**config.mk**
```make
export PLATFORM = sky130hd
export DESIGN_NAME = rv4028_bus_arbiter
export DESIGN_NICKNAME = d
export VERILOG_FILES = /design/src/rtl/rv4028_bus_arbiter.sv
export SDC_FILE = /design/constraint.sdc
export NUM_CORES = 1
export LEC_CHECK = 0
export ABC_AREA = 0
export CAP_MARGIN = 40
export CORE_ASPECT_RATIO = 2
export CORE_UTILIZATION = 30
export DETAILED_ROUTE_END_ITERATION = 8
export DONT_BUFFER_PORTS = 1
export GPL_TIMING_DRIVEN = 0
export MAX_ROUTING_LAYER = met4
export PLACE_DENSITY = 0.43
export SYNTH_ARGS = -nofsm -noshare
export SYNTH_HDL_FRONTEND = slang
export SYNTH_SLANG_ARGS = --single-unit
```
**constraint.sdc**
```tcl
create_clock -name clk -period 4.5 [get_ports clk]
set_input_delay 0.675 -clock clk [delete_from_list [all_inputs] [get_ports clk]]
set_output_delay 0.675 -clock clk [all_outputs]
set_load 0.02 [all_outputs]
```
**src/rtl/rv4028_bus_arbiter.sv**
```systemverilog
// Two-port arbiter for the RV4028 16-bit external bus: grants one 32-bit requester,
// splits word accesses into low/high beats, honours wait states and reports timeouts.
module rv4028_bus_arbiter #(
    parameter int          PRIO_FIXED = 0,
    parameter int unsigned TIMEOUT    = 255
) (
    input  logic        clk,
    input  logic        rst_n,
    input  logic        req0_valid,
    input  logic        req0_we,
    input  logic        req0_half,
    input  logic [31:0] req0_addr,
    input  logic [3:0]  req0_mask,
    input  logic [31:0] req0_wdata,
    input  logic        req1_valid,
    input  logic        req1_we,
    input  logic        req1_half,
    input  logic [31:0] req1_addr,
    input  logic [3:0]  req1_mask,
    input  logic [31:0] req1_wdata,
    output logic        ack0,
    output logic        err0,
    output logic        ack1,
    output logic        err1,
    output logic [31:0] rdata,
    output logic [1:0]  gnt,
    output logic [31:0] bus_addr,
    output logic        bus_rd_n,
    output logic        bus_wr_n,
    output logic [1:0]  bus_msk_n,
    output logic        bus_mreq_n,
    output logic        bus_iorq_n,
    input  logic        bus_wait_n,
    input  logic [15:0] bus_din,
    output logic [15:0] bus_dout,
    output logic        bus_oe
);
    typedef enum logic [1:0] {IDLE, BEAT0, BEAT1, RESP} state_t;

    state_t      state, state_n;
    logic        owner, rr_prio, err_q, sel, beat_done, abort, in_beat, beat_a1, timeout_hit;
    logic [31:0] wait_cnt;
    logic        lat_we, lat_half;
    logic [31:1] lat_addr;
    logic [3:0]  lat_mask;
    logic [31:0] lat_wdata;
    logic [15:0] d0, d1;
    logic        unused_addr0;

    assign unused_addr0 = ^{req0_addr[0], req1_addr[0]};

    assign in_beat     = (state == BEAT0) || (state == BEAT1);
    assign beat_a1     = (state == BEAT1) || (lat_half && lat_addr[1]);
    assign timeout_hit = (TIMEOUT != 0) && ((wait_cnt + 32'd1) >= TIMEOUT);

    always_comb begin
        state_n   = state;
        beat_done = 1'b0;
        abort     = 1'b0;
        // sel: 0 = port 0, 1 = port 1; rr_prio names the port favoured on a tie
        if (PRIO_FIXED != 0)
            sel = !req0_valid;
        else if (req0_valid && req1_valid)
            sel = rr_prio;
        else
            sel = req1_valid;
        case (state)
            IDLE: if (req0_valid || req1_valid) state_n = BEAT0;
            BEAT0, BEAT1: begin
                if (bus_wait_n) begin
                    beat_done = 1'b1;
                    state_n   = (state == BEAT0 && !lat_half) ? BEAT1 : RESP;
                end else if (timeout_hit) begin
                    abort   = 1'b1;
                    state_n = RESP;
                end
            end
            RESP:    state_n = IDLE;
            default: state_n = IDLE;
        endcase
    end

    always_ff @(posedge clk) begin
        if (!rst_n) begin
            state    <= IDLE;
            owner    <= 1'b0;
            rr_prio  <= 1'b0;
            err_q    <= 1'b0;
            wait_cnt <= '0;
        end else begin
            state <= state_n;
            if (state == IDLE && (req0_valid || req1_valid)) begin
                owner    <= sel;
                rr_prio  <= !sel;
                err_q    <= 1'b0;
                wait_cnt <= '0;
            end
            if (in_beat) begin
                wait_cnt <= (bus_wait_n || abort) ? '0 : wait_cnt + 32'd1;
                if (abort) err_q <= 1'b1;
            end
        end
    end

    // Request capture and read-data halves carry no reset; they are only consumed after a grant
    always_ff @(posedge clk) begin
        if (state == IDLE) begin
            lat_we    <= sel ? req1_we    : req0_we;
            lat_half  <= sel ? req1_half  : req0_half;
            lat_addr  <= sel ? req1_addr[31:1] : req0_addr[31:1];
            lat_mask  <= sel ? req1_mask  : req0_mask;
            lat_wdata <= sel ? req1_wdata : req0_wdata;
        end
        if (beat_done && !lat_we) begin
            if (state == BEAT0) d0 <= bus_din;
            else                d1 <= bus_din;
        end
    end

    always_comb begin
        gnt        = (state == IDLE) ? 2'b00 : (owner ? 2'b10 : 2'b01);
        ack0       = (state == RESP) && !owner;
        ack1       = (state == RESP) && owner;
        err0       = ack0 && err_q;
        err1       = ack1 && err_q;
        rdata      = '0;
        if (state == RESP && !err_q && !lat_we)
            rdata = lat_half ? {d0, d0} : {d1, d0};
        bus_addr   = in_beat ? {lat_addr[31:2], beat_a1, 1'b0} : 32'd0;
        bus_rd_n   = !(in_beat && !lat_we);
        bus_wr_n   = !(in_beat && lat_we);
        bus_mreq_n = !in_beat;
        bus_iorq_n = !(in_beat && lat_addr[31]);
        bus_oe     = in_beat && lat_we;
        bus_msk_n  = in_beat ? ~(beat_a1 ? lat_mask[3:2] : lat_mask[1:0]) : 2'b11;
        bus_dout   = (in_beat && lat_we) ? (beat_a1 ? lat_wdata[31:16] : lat_wdata[15:0]) : 16'd0;
    end
endmodule

```
==> flow_metrics.tcl, run 1 <==
set metrics [dict create \
    regArea_um2 3770 \
    period_needed_ps 3670 \
    worst_slew_pin_slew_ps 840 \
    synth.avg_cell_area_um2 11.4 \
    hold_path.startpoint "bus_din[12]" \
    ir_drop_mv 0.327 \
    firstDrtPassIters 4 \
    rsz0062_at_grt "no" \
    yosys.area_share.adder_pct 1.08 \
    die_h_um 218 \
    drv_slew 0 \
    p_comb_share_pct 24.1 \
    grt.total_usage_pct 16.4 \
    finalWirelength_mm 18.8 \
    p_sw_share_pct 32.7 \
    cp_data_arrival_time_ps 2990 \
    cts.hold.buffers_added 0 \
    cts.sinks 138 \
    crit_type "reg2out" \
    drive_above_1_share_pct 21.4 \
    start_util_pct 30.7 \
    io_pins 254 \
    p_sw_uw 1310 \
    path_max_fanout 10 \
    wl_per_cell_um 20.2 \
    end_kind "primary output" \
    syn_to_final_growth_pct 14.7 \
    clock_latency_ps 430 \
    core_area_um2 22700 \
    multi_input_area_um2 3010 \
    cts_repair_resize_count 0 \
    cts_buffers 17 \
    setup_violations 0 \
    num_vias 4740 \
    synth_cell_type_count 62 \
    powerDensity_nw_per_um2 502 \
    total_power_uw 4010 \
    fin_hold_ws_ps 333 \
    synth_fp_nets 780 \
    p_seq_share_pct 41.6 \
    fin_skew_ps 9.13 \
    worstReg2RegStart "wait_cnt[0]" \
    synth-compound-area-share_pct 5.06 \
    clockBufferDepth 2 \
    antenna_found_initial 0 \
    cts_tree "built" \
    cts_htree_levels 4 \
    first_iter_violations 164 \
    grt_pass1_vias 4848 \
    hold_end "d0[12]" \
    reg2reg_slack_ps 1580 \
    rows 78 \
    maxCapViolations 0 \
    hold_path_depth 0 \
    via_per_inst 5.09 \
    synthMuxAreaShare_pct 14.2 \
    fin_nets 805 \
    yosys_warnings 0 \
    cts_root_buf "clkbuf_16" \
    clkPwrFrac_pct 34.3 \
    fillers 2278 \
    synth_top_family_by_area "simple AND/OR/NAND/NOR gates" \
    critPathRequiredTime_ps 3830 \
    final_antenna_net_count 0 \
    startpoint_type "flop" \
    synth_enable_flop_cells 101 \
    grt_max_degree 55 \
    portBuffers 0 \
    drc 0 \
    fmax_ghz 0.273 \
    hpwl_mm 14.3 \
    dieArea_um2 23900 \
    run_status "complete, no violations" \
    synthXorXnorAreaFrac_pct 1.51 \
    hold_class "in2reg" \
    stdcell_count 931 \
    fin_crit_sh_pct 81.5 \
    synthArstFlopShare_pct 0 \
    post_cts.repair.setup_buffers 0 \
    routabilityCongestion 0.853 \
    synth_ff_type "edfxtp_1" \
    clk_pin_slew_worst_paths_ps 60 \
    ys_seq_area_share_pct 54.1 \
    hold_viol 0 \
    placedCellCount 899 \
    antenna_cells 0 \
    synth_area_um2 6970 \
    grt_overflow 0 \
    ys_ff_latch 138 \
    die_w_um 110 \
    r2r_end "wait_cnt[2]" \
    yosys.area_share.simple_pct 21.1 \
    relSlewSlack_pct 44.0 \
    rr_worst_depth 9 \
    leakagePower_uw 0.00296 \
    synth_cells 613 \
    grt_pass1_wl_mm 27.4 \
    internal_power_uw 2700 \
]
sequential cells by signal (all words and copies together) (netlist names):
register and count:
err_q 1, wait_cnt 32, d0 16, lat_we 1
rr_prio 1, owner 1, lat_mask 4, lat_wdata 32
state 2, d1 16, lat_addr 31, lat_half 1
metal layers:
layer,vias up,track usage (%),wire (µm)
met2,194,30.5,10800
li1,2258,-,-
met1,2268,14.9,6490
met3,20,5.02,1150
met4,0,6.44,360
met5,-,-,0
cells by family (layout without fill, tap and decap cells):
logic type	count (synthesis)	count (layout)
and+or+nand+nor	265	265
DFF	138	138
muxes	90	90
AOI/OAI and AO/OA	56	56
buffers and inverters	45	83
xor gates and xnor gates	12	12
adders and majority gates	6	6
other	1	1
layout by cell type, fill, tap and decap left out, types with 11 or more instances in the layout:
| cell type | Yosys | final |
|---|---|---|
| edfxtp_1 | 101 | 101 |
| clkbuf_16 | 0 | 17 |
| mux2i_1 | 21 | 21 |
| nand3_1 | 12 | 12 |
| nand4_1 | 13 | 13 |
| a21oi_1 | 23 | 23 |
| xnor2_1 | 11 | 11 |
| and2_1 | 57 | 57 |
| nor2_1 | 34 | 34 |
| clkbuf_1 | 25 | 27 |
| nand2_1 | 77 | 77 |
| and3_1 | 22 | 22 |
| dfxtp_1 | 37 | 37 |
| mux2_2 | 69 | 69 |
| inv_1 | 11 | 11 |
power groups by stage:
stage / Clock [µW] / Combinational (µW) / Sequential [µW]
after detailed placement: 0 / 999 / 1700
after CTS: 1410 / 1000 / 1670
after floorplan: 0 / 720 / 1690
final: 1380 / 968 / 1670
after global placement: 0 / 949 / 1720
after global routing: 1460 / 1060 / 1690
Yosys cell counts, types with 3 or more instances:
master	count	area share, %
buf_4	3	0.32
nand3_1	12	0.86
nand2_1	77	4.1
and2_2	4	0.43
o21ai_0	7	0.50
nor3_1	6	0.43
nor3b_1	3	0.32
dfxtp_1	37	11
clkbuf_1	25	1.3
and3_1	22	2.0
or2_2	3	0.27
edfxtp_1	101	44
a31oi_1	3	0.27
and2_1	57	5.1
xnor2_1	11	1.4
o211ai_1	4	0.43
inv_1	11	0.59
mux2_2	69	11
nor2_1	34	1.8
mux2i_1	21	3.0
nand4_1	13	1.2
ha_1	6	1.1
nor2b_1	4	0.36
nor4_1	6	0.54
a21oi_1	23	1.7
final cells by class:
type	count	area share (%)
buffer	34	2.00
clock buffer	20	5.59
clock inverter	12	1.58
inverter	11	0.516
multi-input combinational	430	37.7
sequential	138	47.2
tap	280	4.38
timing repair buffer	6	1.05
how the worst max path moves through the flow:
stage	to	from	slack, ps
after floorplan	wait_cnt[2]	state[1]	760
after global placement	wait_cnt[2]	state[1]	-810
after detailed placement	bus_dout[10]	state[1]	1160
after CTS	bus_dout[10]	state[1]	690
after global routing	bus_dout[10]	state[1]	520
final	bus_dout[10]	state[1]	830
metrics by stage:
stage	setup TNS (ps)	instance area [µm²]	utilization (%)	setup slack [ps]
after CTS	0	8000	35.2	687
after detailed placement	0	7420	32.6	1160
after global placement	-20360	7320	32.2	-805
final	0	8000	35.2	834
after floorplan	0	6970	-	764
after global routing	0	8000	35.2	523
critical path, stage by stage (launching register included):
cell and delay, ps:
dfxtp_1 390, inv_1 120, ha_4 290, clkbuf_1 430
nand2_1 350, clkbuf_1 410, a21oi_1 580
Note: power is estimated with default switching activity, not from simulation.
==> inputs of run 2 (changes only) <==
Settings changed: PLACE_DENSITY 0.43 to 0.44.
Clock period 4.5 ns to 3.23 ns, I/O delays scaled along.
==> flow_metrics.tcl, run 2 (same netlist as run 1, synthesis figures left out) <==
set metrics [dict create \
    run_status "complete, no violations" \
    antenna_found_initial 1 \
    clock_latency_ps 420 \
    grt_pass1_wl_mm 28.3 \
    first_iter_violations 155 \
    setup_violations 0 \
    r2r_end "wait_cnt[2]" \
    placedCellCount 896 \
    worst_slew_pin_slew_ps 907 \
    path_depth 4 \
    hold_class "in2reg" \
    dpl_cell_area_um2 7370 \
    drv_slew 0 \
    startpoint_type "flop" \
    place_ws_ps 38.2 \
    cp_common_cell "nor2_1" \
    reg2reg_slack_ps 340 \
    multi_input_area_um2 3040 \
    cp_data_arrival_time_ps 2600 \
    start_util_pct 30.7 \
    slowest_stage "nor2_1" \
    firstDrtPassIters 5 \
    clk_pin_slew_worst_paths_ps 60 \
    drive_above_1_share_pct 22.8 \
    largest_registers "lat_wdata x32, wait_cnt x32, lat_addr x31" \
    final_area_um2 8010 \
    fin_skew_ps 4.81 \
    fillers 2267 \
    cts_buffers 17 \
    max_stage_delay_ps 550 \
    fin_ws_ps 150 \
    syn_to_final_growth_pct 14.9 \
    mostFrequentLayoutCells "edfxtp_1, nand2_1, mux2_2" \
    via_per_inst 5.15 \
    portBuffers 0 \
    path_cells "nor2_1 > nand2_1 > clkbuf_1 > nor2_1" \
    final.setup.tns_ps 0 \
    core_area_um2 22700 \
    worstReg2RegStart "wait_cnt[0]" \
    path_delay_family "simple AND/OR/NAND/NOR gates" \
    rsz0062_at_grt "no" \
    critPathRequiredTime_ps 2750 \
    crit_start "lat_we" \
    cts_htree_levels 4 \
    fin_crit_sh_pct 95.3 \
    rr_worst_depth 9 \
    grt_overflow 0 \
    clockBufferDepth 2 \
    path_max_fanout 10 \
    stdcell_count 929 \
    leakagePower_uw 0.00298 \
    rows 78 \
    ir_drop_mv 0.397 \
    dieArea_um2 23900 \
    crit_type "reg2out" \
    period_needed_ps 3080 \
    drc 0 \
    grt_max_degree 45 \
    cts.sinks 138 \
    die_h_um 218 \
    finalWirelength_mm 19.1 \
    relSlewSlack_pct 39.5 \
    grt_pass1_vias 5015 \
    worst-path-buf-inv 1 \
    hpwl_mm 14.7 \
    wl_per_cell_um 20.6 \
    die_w_um 110 \
    powerDensity_nw_per_um2 707 \
    layout_commonest_cell "edfxtp_1" \
    end_kind "primary output" \
    final_antenna_net_count 0 \
    fin_nets 802 \
    regArea_um2 3770 \
    fmax_ghz 0.325 \
    grt.total_usage_pct 16.9 \
    cts_tree "built" \
    io_pins 254 \
    num_vias 4785 \
    routabilityCongestion 0.843 \
    maxCapViolations 0 \
    hold_path_depth 0 \
    cts_root_buf "clkbuf_16" \
    endpoint "rdata[22]" \
    hold_viol 0 \
]
-- run 2: layer usage --
metal	track usage [%]	vias up	part of all wire (%)
met4	7.16	0	2.8
li1	-	2258	-
met1	15.7	2310	34
met3	4.15	24	5.6
met5	-	-	0
met2	31.6	193	58
-- run 2: worst min-delay path by stage --
stage,from,end,slack [ps]
finish,bus_din[13],d1[13],160
global route,bus_din[13],d1[13],130
CTS,bus_din[13],d1[13],130
detailed placement,wait_cnt[28],wait_cnt[28],500
global placement,state[0],state[0],490
floorplan,wait_cnt[28],wait_cnt[28],470
-- run 2: area by class of cell --
type,instances,area share (%)
buffer,32,1.91
sequential,138,47.1
clock inverter,11,1.28
antenna,1,0.0313
multi-input combinational,430,38.0
tap,280,4.38
timing repair buffer,5,0.625
clock buffer,21,6.14
inverter,11,0.516
-- run 2: timing repair --
action / in CTS / in global routing
setup endpoints to repair: 14 / 0
buffers inserted: 2 / 0
hold buffers: 0 / 0
gates resized for setup: 8 / 0
-- run 2: worst reg2reg max path: cells and delay by family (launching register included) --
kind / cells / cell delay (ps)
DFF: 1 / 450
and+or+nand+nor: 4 / 1230
muxes: 1 / 310
buffers and inverters: 1 / 200
AOI/OAI and AO/OA: 2 / 310
adders and majority gates: 1 / 320
-- run 2: power by group --
| part | internal, µW | switching, µW | total, µW | leakage (µW) |
|---|---|---|---|---|
| sequential | 2250 | 81.2 | 2330 | 0.00127 |
| clock | 1180 | 785 | 1960 | 0.000298 |
| combinational | 372 | 992 | 1360 | 0.00141 |
-- run 2: per-stage QoR --
step | power, µW | util [%] | hold slack [ps]
after floorplan | 3350 | - | 468
after global placement | 3690 | 32.2 | 485
after detailed placement | 3740 | 32.4 | 503
after CTS | 5760 | 35.2 | 125
after global routing | 5910 | 35.2 | 126
final | 5660 | 35.2 | 156
==> inputs of run 3 (changes only) <==
Settings changed: ABC_AREA 0 to unset.
==> results of run 3 <==
Same layout as run 2: the final DEF is identical, and so are final timing and power.
